[src/rtl/rah_div_pkg.sv]
// Shared definitions for the sequential restoring divider: widths, bundle field
// positions, FSM state encoding and the result packing helper.
package rah_div_pkg;

  localparam int unsigned DATA_W   = 48;
  localparam int unsigned BUNDLE_W = 3 * DATA_W;

  // Operand bundle: {dividend, divisor, tag}
  localparam int unsigned DIVIDEND_LSB = 2 * DATA_W;
  localparam int unsigned DIVISOR_LSB  = DATA_W;
  localparam int unsigned TAG_LSB      = 0;

  // Result bundle: {quotient, remainder, tag}
  localparam int unsigned QUOT_LSB = 2 * DATA_W;
  localparam int unsigned REM_LSB  = DATA_W;

  typedef enum logic [1:0] {
    IDLE = 2'd0,
    CALC = 2'd1,
    DONE = 2'd2
  } div_state_e;

  function automatic logic [BUNDLE_W-1:0] pack_result(
    input logic [DATA_W-1:0] quot,
    input logic [DATA_W-1:0] rem,
    input logic [DATA_W-1:0] tag
  );
    return {quot, rem, tag};
  endfunction

endpackage

[src/rtl/rah_div_step.sv]
// One radix-2 restoring division iteration, purely combinational. The partial
// remainder is one bit wider than the divisor so the trial compare never overflows.
module rah_div_step #(
  parameter int unsigned W = 48
) (
  input  logic [W:0]   rem,
  input  logic [W-1:0] q,
  input  logic [W-1:0] divisor,
  output logic [W:0]   rem_next,
  output logic [W-1:0] q_next
);

  logic [W:0] trial;
  logic [W:0] divisor_ext;

  // Shift the next dividend bit into the remainder and subtract when it fits.
  always_comb begin
    trial       = {rem[W-1:0], q[W-1]};
    divisor_ext = {1'b0, divisor};
    if (trial >= divisor_ext) begin
      rem_next = trial - divisor_ext;
      q_next   = {q[W-2:0], 1'b1};
    end else begin
      rem_next = trial;
      q_next   = {q[W-2:0], 1'b0};
    end
  end

endmodule

[src/rtl/rah_div_engine.sv]
// Sequential unsigned divider: one quotient bit per clock, one operation in
// flight, tag carried through unchanged. Strobes arriving while busy are
// dropped and counted in a saturating counter.
module rah_div_engine
  import rah_div_pkg::*;
#(
  parameter int unsigned CNT_W = 8
) (
  input  logic                clk,
  input  logic                rst,
  input  logic                in_valid,
  input  logic [BUNDLE_W-1:0] in_bundle,
  output logic                out_valid,
  output logic [BUNDLE_W-1:0] out_bundle,
  output logic                div_by_zero,
  output logic                busy,
  output logic [CNT_W-1:0]    drop_count
);

  localparam int unsigned IterW = $clog2(DATA_W);
  localparam logic [IterW-1:0] LastIter = IterW'(DATA_W - 1);

  div_state_e        state_q;
  logic [DATA_W:0]   rem_q;
  logic [DATA_W-1:0] q_q;
  logic [DATA_W-1:0] divisor_q;
  logic [DATA_W-1:0] tag_q;
  logic [IterW-1:0]  iter_q;

  logic [DATA_W:0]   rem_step;
  logic [DATA_W-1:0] q_step;

  rah_div_step #(
    .W(DATA_W)
  ) u_step (
    .rem      (rem_q),
    .q        (q_q),
    .divisor  (divisor_q),
    .rem_next (rem_step),
    .q_next   (q_step)
  );

  // Control FSM, datapath registers and registered outputs.
  always_ff @(posedge clk) begin
    if (rst) begin
      state_q     <= IDLE;
      rem_q       <= '0;
      q_q         <= '0;
      divisor_q   <= '0;
      tag_q       <= '0;
      iter_q      <= '0;
      out_valid   <= 1'b0;
      out_bundle  <= '0;
      div_by_zero <= 1'b0;
      busy        <= 1'b0;
      drop_count  <= '0;
    end else begin
      out_valid   <= 1'b0;
      div_by_zero <= 1'b0;

      // A strobe on the DONE edge is still a drop; the engine is not idle yet.
      if (in_valid && (state_q != IDLE) && (drop_count != {CNT_W{1'b1}})) begin
        drop_count <= drop_count + 1'b1;
      end

      unique case (state_q)
        IDLE: begin
          if (in_valid) begin
            q_q       <= in_bundle[DIVIDEND_LSB +: DATA_W];
            divisor_q <= in_bundle[DIVISOR_LSB +: DATA_W];
            tag_q     <= in_bundle[TAG_LSB +: DATA_W];
            rem_q     <= '0;
            iter_q    <= '0;
            busy      <= 1'b1;
            state_q   <= CALC;
          end
        end
        CALC: begin
          rem_q  <= rem_step;
          q_q    <= q_step;
          iter_q <= iter_q + 1'b1;
          if (iter_q == LastIter) begin
            state_q <= DONE;
          end
        end
        DONE: begin
          // Divide by zero needs no special path: the iterations already give
          // all-ones quotient and remainder equal to the dividend.
          out_bundle  <= pack_result(q_q, rem_q[DATA_W-1:0], tag_q);
          out_valid   <= 1'b1;
          div_by_zero <= (divisor_q == '0);
          busy        <= 1'b0;
          state_q     <= IDLE;
        end
        default: begin
          state_q <= IDLE;
        end
      endcase
    end
  end

endmodule

[config.mk]
export PLATFORM = sky130hd
export DESIGN_NAME = rah_div_engine
export DESIGN_NICKNAME = d
export VERILOG_FILES = /design/src/rtl/rah_div_pkg.sv /design/src/rtl/rah_div_step.sv /design/src/rtl/rah_div_engine.sv
export SDC_FILE = /design/constraint.sdc
export NUM_CORES = 1
export LEC_CHECK = 0
export ABC_AREA = 1
export BUFFER_PORTS_ARGS = -buffer_cell sky130_fd_sc_hd__buf_4
export CAP_MARGIN = 20
export CORE_MARGIN = 5
export CORE_UTILIZATION = 50
export CTS_CLUSTER_SIZE = 12
export DETAILED_ROUTE_END_ITERATION = 10
export PLACE_DENSITY = 0.71
export SKIP_CTS_REPAIR_TIMING = 1
export SLEW_MARGIN = 20
export SYNTH_ARGS = -nofsm -noshare
export SYNTH_HDL_FRONTEND = slang
export SYNTH_SLANG_ARGS = --single-unit
[constraint.sdc]
create_clock -name clk -period 3.79 [get_ports clk]
set_input_delay 0.1895 -clock clk [delete_from_list [all_inputs] [get_ports clk]]
set_output_delay 0.1895 -clock clk [all_outputs]
set_load 0.005 [all_outputs]
==> results of run 1 <==
-- worst max-delay path, cell delays in order, from the launching register on --
cell     delay (ns)
dfxtp_1        0.34
inv_1          0.07
ha_1           0.35
nand2_1        0.13
nor2_1         0.32
nand2_1        0.20
nor2_1         0.19
nand3_2        0.41
nand2_2        0.24
buf_4          0.30
nand3_1        0.17
nand2_1        0.10
a21oi_1        0.06
-- state kept, by name, indices dropped and copies added, names as in the netlist --
register,cells
div_by_zero,1
state_q,2
iter_q,6
divisor_q,48
busy,1
rem_q,48
out_bundle,144
tag_q,48
q_q,48
drop_count,8
out_valid,1
-- cells in the final DEF, fill, tap and decap left out, drive strengths merged, types with 7 or more instances in the layout --
cell         synthesis  layout
buf                 19     319
nand2              630     630
nor4                11      11
ha                  50      50
nand3b              40      40
o21ai              256     256
a31oi               27      27
clkbuf             111      60
inv                282     284
nand4               16      16
nor3                 7       7
nor2               477     477
xnor2               22      22
dfxtp              355     355
dlygate4sd3          0     123
nand3              150     150
a21oi              146     146
-- routing by layer --
metal | vias up | wire length (um)
met5 | - | 0
met4 | 0 | 1470
met1 | 8289 | 23500
met3 | 92 | 3450
li1 | 9046 | -
met2 | 473 | 28000
-- power by group through the flow --
stage	clock network (mW)	registers [mW]	logic [mW]
floorplan	0	4.32	5.54
global placement	0	4.40	7.21
detailed placement	0	4.41	7.26
CTS	3.56	4.33	7.31
global route	3.74	4.38	8.32
finish	3.51	4.34	7.44
-- Yosys cell counts (all sizes together) --
| cell type | number | area, um2 |
|---|---|---|
| a21oi | 146 | 734 |
| a221oi | 6 | 52.6 |
| a31oi | 27 | 169 |
| a32o | 1 | 10.0 |
| a32oi | 1 | 8.76 |
| and2 | 2 | 12.5 |
| buf | 19 | 148 |
| clkbuf | 111 | 417 |
| clkinv | 3 | 11.3 |
| dfxtp | 355 | 7110 |
| fa | 1 | 20.0 |
| ha | 50 | 626 |
| inv | 282 | 1060 |
| nand2 | 630 | 2380 |
| nand3 | 150 | 766 |
| nand3b | 40 | 338 |
| nand4 | 16 | 100 |
| nor2 | 477 | 1820 |
| nor3 | 7 | 35.0 |
| nor3b | 1 | 7.51 |
| nor4 | 11 | 68.8 |
| o211ai | 1 | 7.51 |
| o21a | 3 | 22.5 |
| o21ai | 256 | 1280 |
| o21bai | 6 | 45.0 |
| o311ai | 1 | 8.76 |
| or2 | 1 | 6.26 |
| xnor2 | 22 | 193 |
| xor2 | 2 | 17.5 |
-- how the worst min path moves through the flow --
| stage | start | to | slack (ns) | depth (start not counted) |
|---|---|---|---|---|
| final | in_bundle[94] | divisor_q[46]$_SDFFE_PP0P_ | -0.06 | 3 |
| after global routing | in_bundle[77] | divisor_q[29]$_SDFFE_PP0P_ | -0.003 | 3 |
| after CTS | in_bundle[16] | tag_q[16]$_SDFFE_PP0P_ | -0.11 | 3 |
| after detailed placement | in_bundle[138] | q_q[42]$_SDFFE_PP0P_ | 0.44 | 3 |
| after global placement | in_bundle[143] | q_q[47]$_SDFFE_PP0P_ | 0.43 | 3 |
| after floorplan | rst | out_valid$_SDFF_PP0_ | 0.27 | 1 |
-- kinds of logic after synthesis --
logic type / Yosys count
and+or+nand+nor: 1335
xor gates and xnor gates: 24
DFF: 355
buffers and inverters: 415
AOI/OAI and AO/OA: 448
adders and majority gates: 51
-- cell type report --
cell class / instances / share of cell area (%)
well taps: 455 / 2.55
flip-flops and latches: 355 / 31.9
multi-input cells: 1858 / 39.3
clock inverters: 5 / 0.309
clock buffers: 60 / 4.90
inverters: 285 / 4.84
repair buffers: 442 / 16.3
==> flow_metrics.env, run 1 <==
export IMPL_ys_seq_area_share_pct=40.7
export IMPL_synth_seq_cells=355
export IMPL_setup_viol=0
export IMPL_synth_cells=2628
export IMPL_dp_hpwl_um=39800
export IMPL_start_kind="flop"
export IMPL_regToRegEndpoint="rem_q[42]$_SDFFE_PP0P_"
export IMPL_skew_ns=0.0175
export IMPL_dieHeight_um=197
export IMPL_ios=302
export IMPL_rr_worst_depth=12
export IMPL_grt_pass1_vias=16959
export IMPL_finalHoldViolations=16
export IMPL_dieWidth_um=197
export IMPL_worst_slew_pin_slew_ns=1.08
export IMPL_grt_usage_pct=27.2
export IMPL_drtPass1Iterations=7
export IMPL_place_area_mm2=0.0199
export IMPL_core_area_mm2=0.0345
export IMPL_stdcell_count=3460
export IMPL_p_int_mw=8.56
export IMPL_final_nets=3178
export IMPL_path_class="flop to flop"
export IMPL_drv_cap=0
export IMPL_max_freq_mhz=325
export IMPL_period_needed_ns=3.08
export IMPL_grt_max_degree=140
export IMPL_drtIter0Drc=993
export IMPL_p_total_mw=15.3
export IMPL_rrSetupSlack_ns=0.71
export IMPL_synthSimpleGateAreaFrac_pct=31.7
export IMPL_cts_root_buf="clkbuf_16"
export IMPL_rr_startpoint="divisor_q[23]$_SDFFE_PP0P_"
export IMPL_startpoint="divisor_q[23]$_SDFFE_PP0P_"
export IMPL_use_met3_pct=6.80
export IMPL_drv_slew=0
export IMPL_irDropWorstVdd_v=0.000358
export IMPL_pwr_share_clk_pct=23.0
export IMPL_fin_area_mm2=0.0223
export IMPL_gp_congestion=0.987
export IMPL_num_rows=68
export IMPL_cts_buffers=38
export IMPL_leakage_nw=11.0
export IMPL_endpoint="rem_q[42]$_SDFFE_PP0P_"
export IMPL_dieArea_mm2=0.0388
export IMPL_hp_class="primary input to flop"
export IMPL_violations="hold timing"
export IMPL_crit_arrival_ns=3.45
export IMPL_outcome="finished with violations"
export IMPL_cts_tree="done"
export IMPL_synth_xor_area_share_pct=1.20
export IMPL_initial_core_util_pct=50.6
export IMPL_dp_cells=3272
export IMPL_wl_per_cell_um=16.3
export IMPL_ant_nets=0
export IMPL_tns_ns=0
export IMPL_endpoint_kind="flop"
export IMPL_synth_cell_types=38
export IMPL_clock_latency_ns=0.54
export IMPL_fin_crit_sh_pct=81.3
export IMPL_clkSinkCount=355
export IMPL_syn_avg_cell_area_um2=6.65
export IMPL_dp_worst_setup_slack_ns=0.755
export IMPL_synth_top_family_by_area="simple AND/OR/NAND/NOR gates"
export IMPL_portBuffers=301
export IMPL_vias_per_cell=5.17
export IMPL_p_sw_share_pct=44.0
export IMPL_worstPathRequired_ns=4.16
export IMPL_hold_ws_ns=-0.0604
export IMPL_antenna_found_initial=0
export IMPL_multi_input_area_mm2=0.00875
export IMPL_synth_area_mm2=0.0175
export IMPL_power_density_mw_per_mm2=686
export IMPL_rsz0062_at_grt="no"
export IMPL_use_met2_pct=48.0
export IMPL_power_switching_mw=6.74
export IMPL_seq_area_mm2=0.00711
export IMPL_cts_buffer_depth=3
export IMPL_h_tree_depth=2
export IMPL_dr_total_vias=17900
export IMPL_met1_usage_pct=33.1
export IMPL_cp_max_fo=22
export IMPL_synthAdderAreaFrac_pct=3.70
export IMPL_p_comb_share_pct=48.7
export IMPL_fill_cells=3202
export IMPL_syn_num_nets=2826
export IMPL_antenna_cells=0
export IMPL_synthMuxAreaShare_pct=0
export IMPL_synth_compound_area_share_pct=13.4
export IMPL_setup_ws_ns=0.708
export IMPL_finalWirelength_um=56400
export IMPL_drive_above_1_share_pct=13.9
export IMPL_grt_first_pass_wirelength_um=87300
export IMPL_finalCoreUtilization_pct=64.5
export IMPL_busiest_layer="met2"
export IMPL_post_route_drc_count=0
export IMPL_clk_pin_slew_worst_paths_ns=0.07
export IMPL_area_growth_pct=27.6
export IMPL_seqPwrFrac_pct=28.3
export IMPL_grt_overflow_total=0
export IMPL_slew_headroom_pct=28.0
export IMPL_yosys_warnings=0
Note: power is estimated with default switching activity, not from simulation.
==> run 2: changes to the inputs <==
ABC_AREA = 0   (was 1)
PLACE_DENSITY = 0.72   (was 0.71)
clock period = 3.1 ns   (was 3.79 ns; I/O delays follow)
==> run 2 against run 1 <==
  * The run still ends with hold timing left
  * Critical path depth unchanged
  * Cell count down 17%
  * Combinational power up 33%
  * Sequential cell count unchanged
  * Largest cell class unchanged
==> flow_metrics.env, run 2 <==
export IMPL_worst_slew_pin_slew_ns=0.819
export IMPL_worst_path_buf_inv=2
export IMPL_hold_ws_ns=-0.0613
export IMPL_dp_cells=2658
export IMPL_core_area_mm2=0.0314
export IMPL_top_register="out_bundle"
export IMPL_multi_input_area_mm2=0.00801
export IMPL_grt_first_pass_wirelength_um=74500
export IMPL_dieWidth_um=188
export IMPL_power_density_mw_per_mm2=939
export IMPL_irDropWorstVdd_v=0.000859
export IMPL_synth_cell_types=67
export IMPL_drtPass1Iterations=5
export IMPL_period_needed_ns=2.91
export IMPL_max_freq_mhz=344
export IMPL_path_class="flop to flop"
export IMPL_h_tree_depth=2
export IMPL_drv_slew=0
export IMPL_p_total_mw=19.9
export IMPL_crit_arrival_ns=3.31
export IMPL_fill_cells=2564
export IMPL_finalWirelength_um=48900
export IMPL_final_nets=2638
export IMPL_num_rows=65
export IMPL_initial_core_util_pct=50.3
export IMPL_grt_pass1_vias=14561
export IMPL_startpoint="divisor_q[10]$_SDFFE_PP0P_"
export IMPL_crit_family="compound AO/OA/AOI/OAI gates"
export IMPL_syn_avg_cell_area_um2=7.72
export IMPL_post_route_drc_count=0
export IMPL_synth_seq_cells=355
export IMPL_rsz0062_at_grt="no"
export IMPL_violations="hold timing"
export IMPL_drv_cap=0
export IMPL_antenna_found_initial=1
export IMPL_grt_max_degree=161
export IMPL_rr_startpoint="divisor_q[10]$_SDFFE_PP0P_"
export IMPL_outcome="finished with violations"
export IMPL_ios=302
export IMPL_portBuffers=301
export IMPL_drive_above_1_share_pct=17.7
export IMPL_yosys_warnings=0
export IMPL_final_common_cell="nand2_1"
export IMPL_cp_depth=12
export IMPL_cpPeakStageDelay_ns=0.42
export IMPL_cts_buffers=39
export IMPL_endpoint_kind="flop"
export IMPL_dieHeight_um=188
export IMPL_synth_area_mm2=0.0158
export IMPL_skew_ns=0.0160
export IMPL_tns_ns=0
export IMPL_clock_latency_ns=0.53
export IMPL_cts_buffer_depth=3
export IMPL_final_cell_mix="nand2_1 (617), dfxtp_1 (355), a21oi_1 (354), buf_4 (340), dlygate4sd3_1 (143)"
export IMPL_setup_viol=0
export IMPL_synth_cells=2047
export IMPL_grt_overflow_total=0
export IMPL_netlist_top_cells_count="nand2_1 (618), a21oi_1 (357), dfxtp_1 (355)"
export IMPL_cts_tree="done"
export IMPL_rr_worst_depth=12
export IMPL_hp_class="primary input to flop"
export IMPL_path_common_cell="a21oi_1"
export IMPL_fin_crit_sh_pct=93.8
export IMPL_wl_per_cell_um=17.0
export IMPL_dieArea_mm2=0.0353
export IMPL_dp_hpwl_um=32100
export IMPL_clkSinkCount=355
export IMPL_grt_usage_pct=24.9
export IMPL_syn_num_nets=2245
export IMPL_slew_headroom_pct=45.4
export IMPL_netlist_area_leader_share_pct=45.0
export IMPL_yosysMostFrequentCell="nand2_1"
export IMPL_rrSetupSlack_ns=0.19
export IMPL_dr_total_vias=15825
export IMPL_synth_flop_cell="dfxtp_1"
export IMPL_synth_edf_count=0
export IMPL_worstPathRequired_ns=3.51
export IMPL_stdcell_count=2869
export IMPL_regToRegEndpoint="rem_q[42]$_SDFFE_PP0P_"
export IMPL_cts_root_buf="clkbuf_16"
export IMPL_ant_nets=0
export IMPL_cp_max_fo=6
export IMPL_critPathSlowestCell="or3b_4"
export IMPL_gp_congestion=0.918
export IMPL_synthArstFlopShare_pct=0
export IMPL_finalHoldViolations=1
export IMPL_leakage_nw=8.66
export IMPL_clk_pin_slew_worst_paths_ns=0.06
export IMPL_drtIter0Drc=1085
export IMPL_yosys_top_cells_area="dfxtp_1 (45%), nand2_1 (15%), a21oi_1 (11%)"
export IMPL_path_cells="inv_1 > ha_1 > buf_4 > and3_1 > nand4_1 > a21oi_1 > o311ai_2 > or3b_4 > a21oi_1 > xor2_1 > a21oi_1 > a21o_1"
export IMPL_largest_register_ffs=144
export IMPL_endpoint="rem_q[42]$_SDFFE_PP0P_"
export IMPL_finalCoreUtilization_pct=67.6
export IMPL_vias_per_cell=5.52
export IMPL_yosys_area_top_type="dfxtp_1"
export IMPL_seq_area_mm2=0.00711
export IMPL_start_kind="flop"
export IMPL_area_growth_pct=34.2
export IMPL_ys_seq_area_share_pct=45.0
==> run 2: cell count changes after synthesis, sizes merged, moves of 22 or more <==
| cell | delta |
|---|---|
| nor2 | -420 |
| inv | -220 |
| a21oi | +211 |
| o21ai | -177 |
| nand3 | -130 |
| a22oi | +52 |
| nand3b | -39 |
| a21o | +27 |
| mux2i | +22 |
| xor2 | +22 |
==> run 2: logic make-up (layout without fill, tap and decap cells) <==
kind of cell,count (synthesis),in the layout,share of synthesized area [%]
and+or+nand+nor,779,779,20.2
AOI/OAI and AO/OA,589,589,21.3
xor gates and xnor gates,51,51,2.83
adders and majority gates,51,51,4.09
muxes,23,23,1.46
other,0,1,0
DFF,355,355,45.0
buffers and inverters,199,618,5.16
==> run 2: tightest hold or removal path, cell delays in order <==
cell     delay (ns)
buf_4          0.08
a22oi_1        0.07
a21oi_1        0.11
==> run 2: how the worst min path moves through the flow <==
stage | depth (start not counted) | slack (ns) | from | endpoint
global route | 3 | 0.01 | in_bundle[117] | q_q[21]$_SDFFE_PP0P_
floorplan | 2 | 0.29 | in_bundle[0] | tag_q[0]$_SDFFE_PP0P_
global placement | 3 | 0.40 | in_bundle[82] | divisor_q[34]$_SDFFE_PP0P_
CTS | 3 | -0.14 | in_bundle[40] | tag_q[40]$_SDFFE_PP0P_
finish | 3 | -0.06 | in_bundle[117] | q_q[21]$_SDFFE_PP0P_
detailed placement | 3 | 0.41 | in_bundle[90] | divisor_q[42]$_SDFFE_PP0P_
==> run 2: layer usage <==
metal	share of wire, %	global-route usage (%)
met3	5.3	4.26
met4	3.0	8.41
met1	43	32.8
met2	49	41.8
met5	0	0
==> run 2: power by group <==
group / leakage, nW / total, mW / internal, mW / switching, mW
Combinational: 5.17 / 9.92 / 4.42 / 5.50
Clock: 0.607 / 4.56 / 2.73 / 1.83
Sequential: 2.89 / 5.43 / 4.97 / 0.455
==> run 2: through the flow <==
step           hold slack (ns)  setup slack [ns]  area [um2]
2_1_floorplan            0.291             0.375       15800
3_3_place_gp             0.402             0.185       18400
3_5_place_dp             0.409             0.147       18400
4_1_cts                 -0.136             0.110       19700
5_1_grt                0.00972           0.00367       21200
6_report               -0.0613             0.192       21200
==> run 2: cell type report <==
cell class | instances | share of cell area, %
Tap cell | 402 | 2.37
Antenna cell | 1 | 0.0118
Timing Repair Buffer | 489 | 19.3
Sequential cell | 355 | 33.5
Inverter | 62 | 1.10
Clock inverter | 8 | 0.531
Clock buffer | 59 | 5.43
Multi-Input combinational cell | 1493 | 37.8
==> run 3: changes to the inputs <==
RECOVER_POWER = 100   (was not set)
==> run 3 against run 2 <==
  * The flow still finishes with violations (hold timing)
  * Die area is the same
  * First-iteration DRC count grew 0.83%
  * Sequential power barely moved
  * Maximum frequency hardly changed
  * Critical path type unchanged
  * Sequential cell count unchanged
  * Cell count did not move
  * Highest routed layer unchanged
  * Critical path depth did not move
  * Power fell by 0.59%
  * Via count shrank 0.23%
  * Clock power is essentially flat
==> flow_metrics.env, run 3 (synthesis results as in run 2) <==
export IMPL_clock_latency_ns=0.53
export IMPL_tns_ns=0
export IMPL_gp_congestion=0.918
export IMPL_startpoint="divisor_q[10]$_SDFFE_PP0P_"
export IMPL_h_tree_depth=2
export IMPL_period_needed_ns=2.91
export IMPL_worst_slew_pin_slew_ns=1.45
export IMPL_stdcell_count=2869
export IMPL_skew_ns=0.0157
export IMPL_dp_cells=2658
export IMPL_vias_per_cell=5.50
export IMPL_crit_arrival_ns=3.31
export IMPL_ios=302
export IMPL_hp_class="primary input to flop"
export IMPL_leakage_nw=8.39
export IMPL_rsz0062_at_grt="no"
export IMPL_largest_register_ffs=144
export IMPL_rrSetupSlack_ns=0.19
export IMPL_cp_max_fo=6
export IMPL_cts_tree="done"
export IMPL_initial_core_util_pct=50.3
export IMPL_worst_path_buf_inv=2
export IMPL_place_area_mm2=0.0184
export IMPL_power_density_mw_per_mm2=944
export IMPL_p_total_mw=19.8
export IMPL_fin_crit_sh_pct=93.8
export IMPL_critPathSlowestCell="or3b_1"
export IMPL_core_area_mm2=0.0314
export IMPL_drtIter0Drc=1094
export IMPL_cts_buffers=39
export IMPL_area_growth_pct=32.7
export IMPL_drv_cap=0
export IMPL_dieArea_mm2=0.0353
export IMPL_grt_usage_pct=24.9
export IMPL_endpoint_kind="flop"
export IMPL_post_route_drc_count=0
export IMPL_outcome="finished with violations"
export IMPL_path_class="flop to flop"
export IMPL_crit_family="compound AO/OA/AOI/OAI gates"
export IMPL_grt_first_pass_wirelength_um=74500
export IMPL_antenna_found_initial=1
export IMPL_rr_startpoint="divisor_q[10]$_SDFFE_PP0P_"
export IMPL_dieWidth_um=188
export IMPL_slew_headroom_pct=3.16
export IMPL_finalWirelength_um=48900
export IMPL_final_nets=2638
export IMPL_ant_nets=0
export IMPL_wl_per_cell_um=17.0
export IMPL_finalHoldViolations=1
export IMPL_grt_max_degree=161
export IMPL_cts_buffer_depth=3
export IMPL_path_common_cell="a21oi_1"
export IMPL_holdCritStartpoint="in_bundle[117]"
export IMPL_clkSinkCount=355
export IMPL_grt_overflow_total=0
export IMPL_violations="hold timing"
export IMPL_hold_ws_ns=-0.0591
export IMPL_cpPeakStageDelay_ns=0.42
export IMPL_final_cell_mix="nand2_1 (617), dfxtp_1 (355), a21oi_1 (354), buf_4 (178), dlygate4sd3_1 (143)"
export IMPL_drive_above_1_share_pct=15.5
export IMPL_setup_viol=0
export IMPL_portBuffers=301
export IMPL_clk_pin_slew_worst_paths_ns=0.06
export IMPL_path_cells="inv_1 > ha_1 > buf_4 > and3_1 > nand4_1 > a21oi_1 > o311ai_2 > or3b_1 > a21oi_1 > xor2_1 > a21oi_1 > a21o_1"
export IMPL_dr_total_vias=15788
export IMPL_drtPass1Iterations=5
export IMPL_num_rows=65
export IMPL_max_freq_mhz=344
export IMPL_dp_hpwl_um=32100
export IMPL_start_kind="flop"
export IMPL_worstPathRequired_ns=3.50
export IMPL_drv_slew=0
export IMPL_fin_area_mm2=0.0210
export IMPL_fill_cells=2637
export IMPL_irDropWorstVdd_v=0.000870
export IMPL_top_register="out_bundle"
export IMPL_cts_root_buf="clkbuf_16"
export IMPL_grt_pass1_vias=14561
export IMPL_dieHeight_um=188
export IMPL_final_common_cell="nand2_1"
==> run 3: cell types whose count changed in the layout (fill, tap and decap cells not counted), moves of 2 or more <==
cell / before / now
buf_12: 4 / 2
buf_4: 340 / 178
clkbuf_1: 11 / 58
clkbuf_2: 0 / 5
clkbuf_4: 0 / 112
o21ai_0: 58 / 69
o21ai_1: 21 / 10
==> run 3: area by class of cell <==
cell class	count	area, um2	share of cell area [%]
clock buffers	59	1150	5.50
flip-flops and latches	355	7110	33.9
repair buffers	489	3880	18.5
diodes	1	2.50	0.0119
well taps	402	503	2.40
inverters	62	233	1.11
clock inverters	8	113	0.537
multi-input cells	1493	7970	38.0
==> run 3: path summary, 6_finish.rpt <==
path                            endpoint  cells past startpoint
max reg2reg       rem_q[42]$_SDFFE_PP0P_                     12
min reg2reg  out_bundle[30]$_SDFFE_PP0P_                      2
min                 q_q[21]$_SDFFE_PP0P_                      3
max               rem_q[42]$_SDFFE_PP0P_                     12
==> run 3: metal layers <==
layer	global-route usage (%)	routed length, um	up-vias	share of wire, %
li1	-	-	7741	-
met1	32.8	21000	7429	43
met2	41.8	23800	525	49
met3	4.26	2650	93	5.4
met4	8.41	1460	0	3.0
met5	0	0	-	0
==> run 3: metrics by stage <==
step | util (%) | worst slack, ns
after floorplan | - | 0.375
after global placement | 58.7 | 0.185
after detailed placement | 58.7 | 0.147
after CTS | 62.7 | 0.110
after global routing | 66.8 | 0.00367
final | 66.8 | 0.192
==> run 3: report_power, final <==
group / switching, mW / internal, mW
sequential: 0.450 / 4.97
combinational: 5.49 / 4.34
clock: 1.81 / 2.73
==> run 3: worst reg2reg max path, cell delays in order (launching register included) <==
cell      delay (ns)
dfxtp_1         0.37
inv_1           0.06
ha_1            0.28
buf_4           0.16
and3_1          0.21
nand4_1         0.13
a21oi_1         0.09
o311ai_2        0.30
or3b_1          0.42
a21oi_1         0.34
xor2_1          0.19
a21oi_1         0.08
a21o_1          0.16
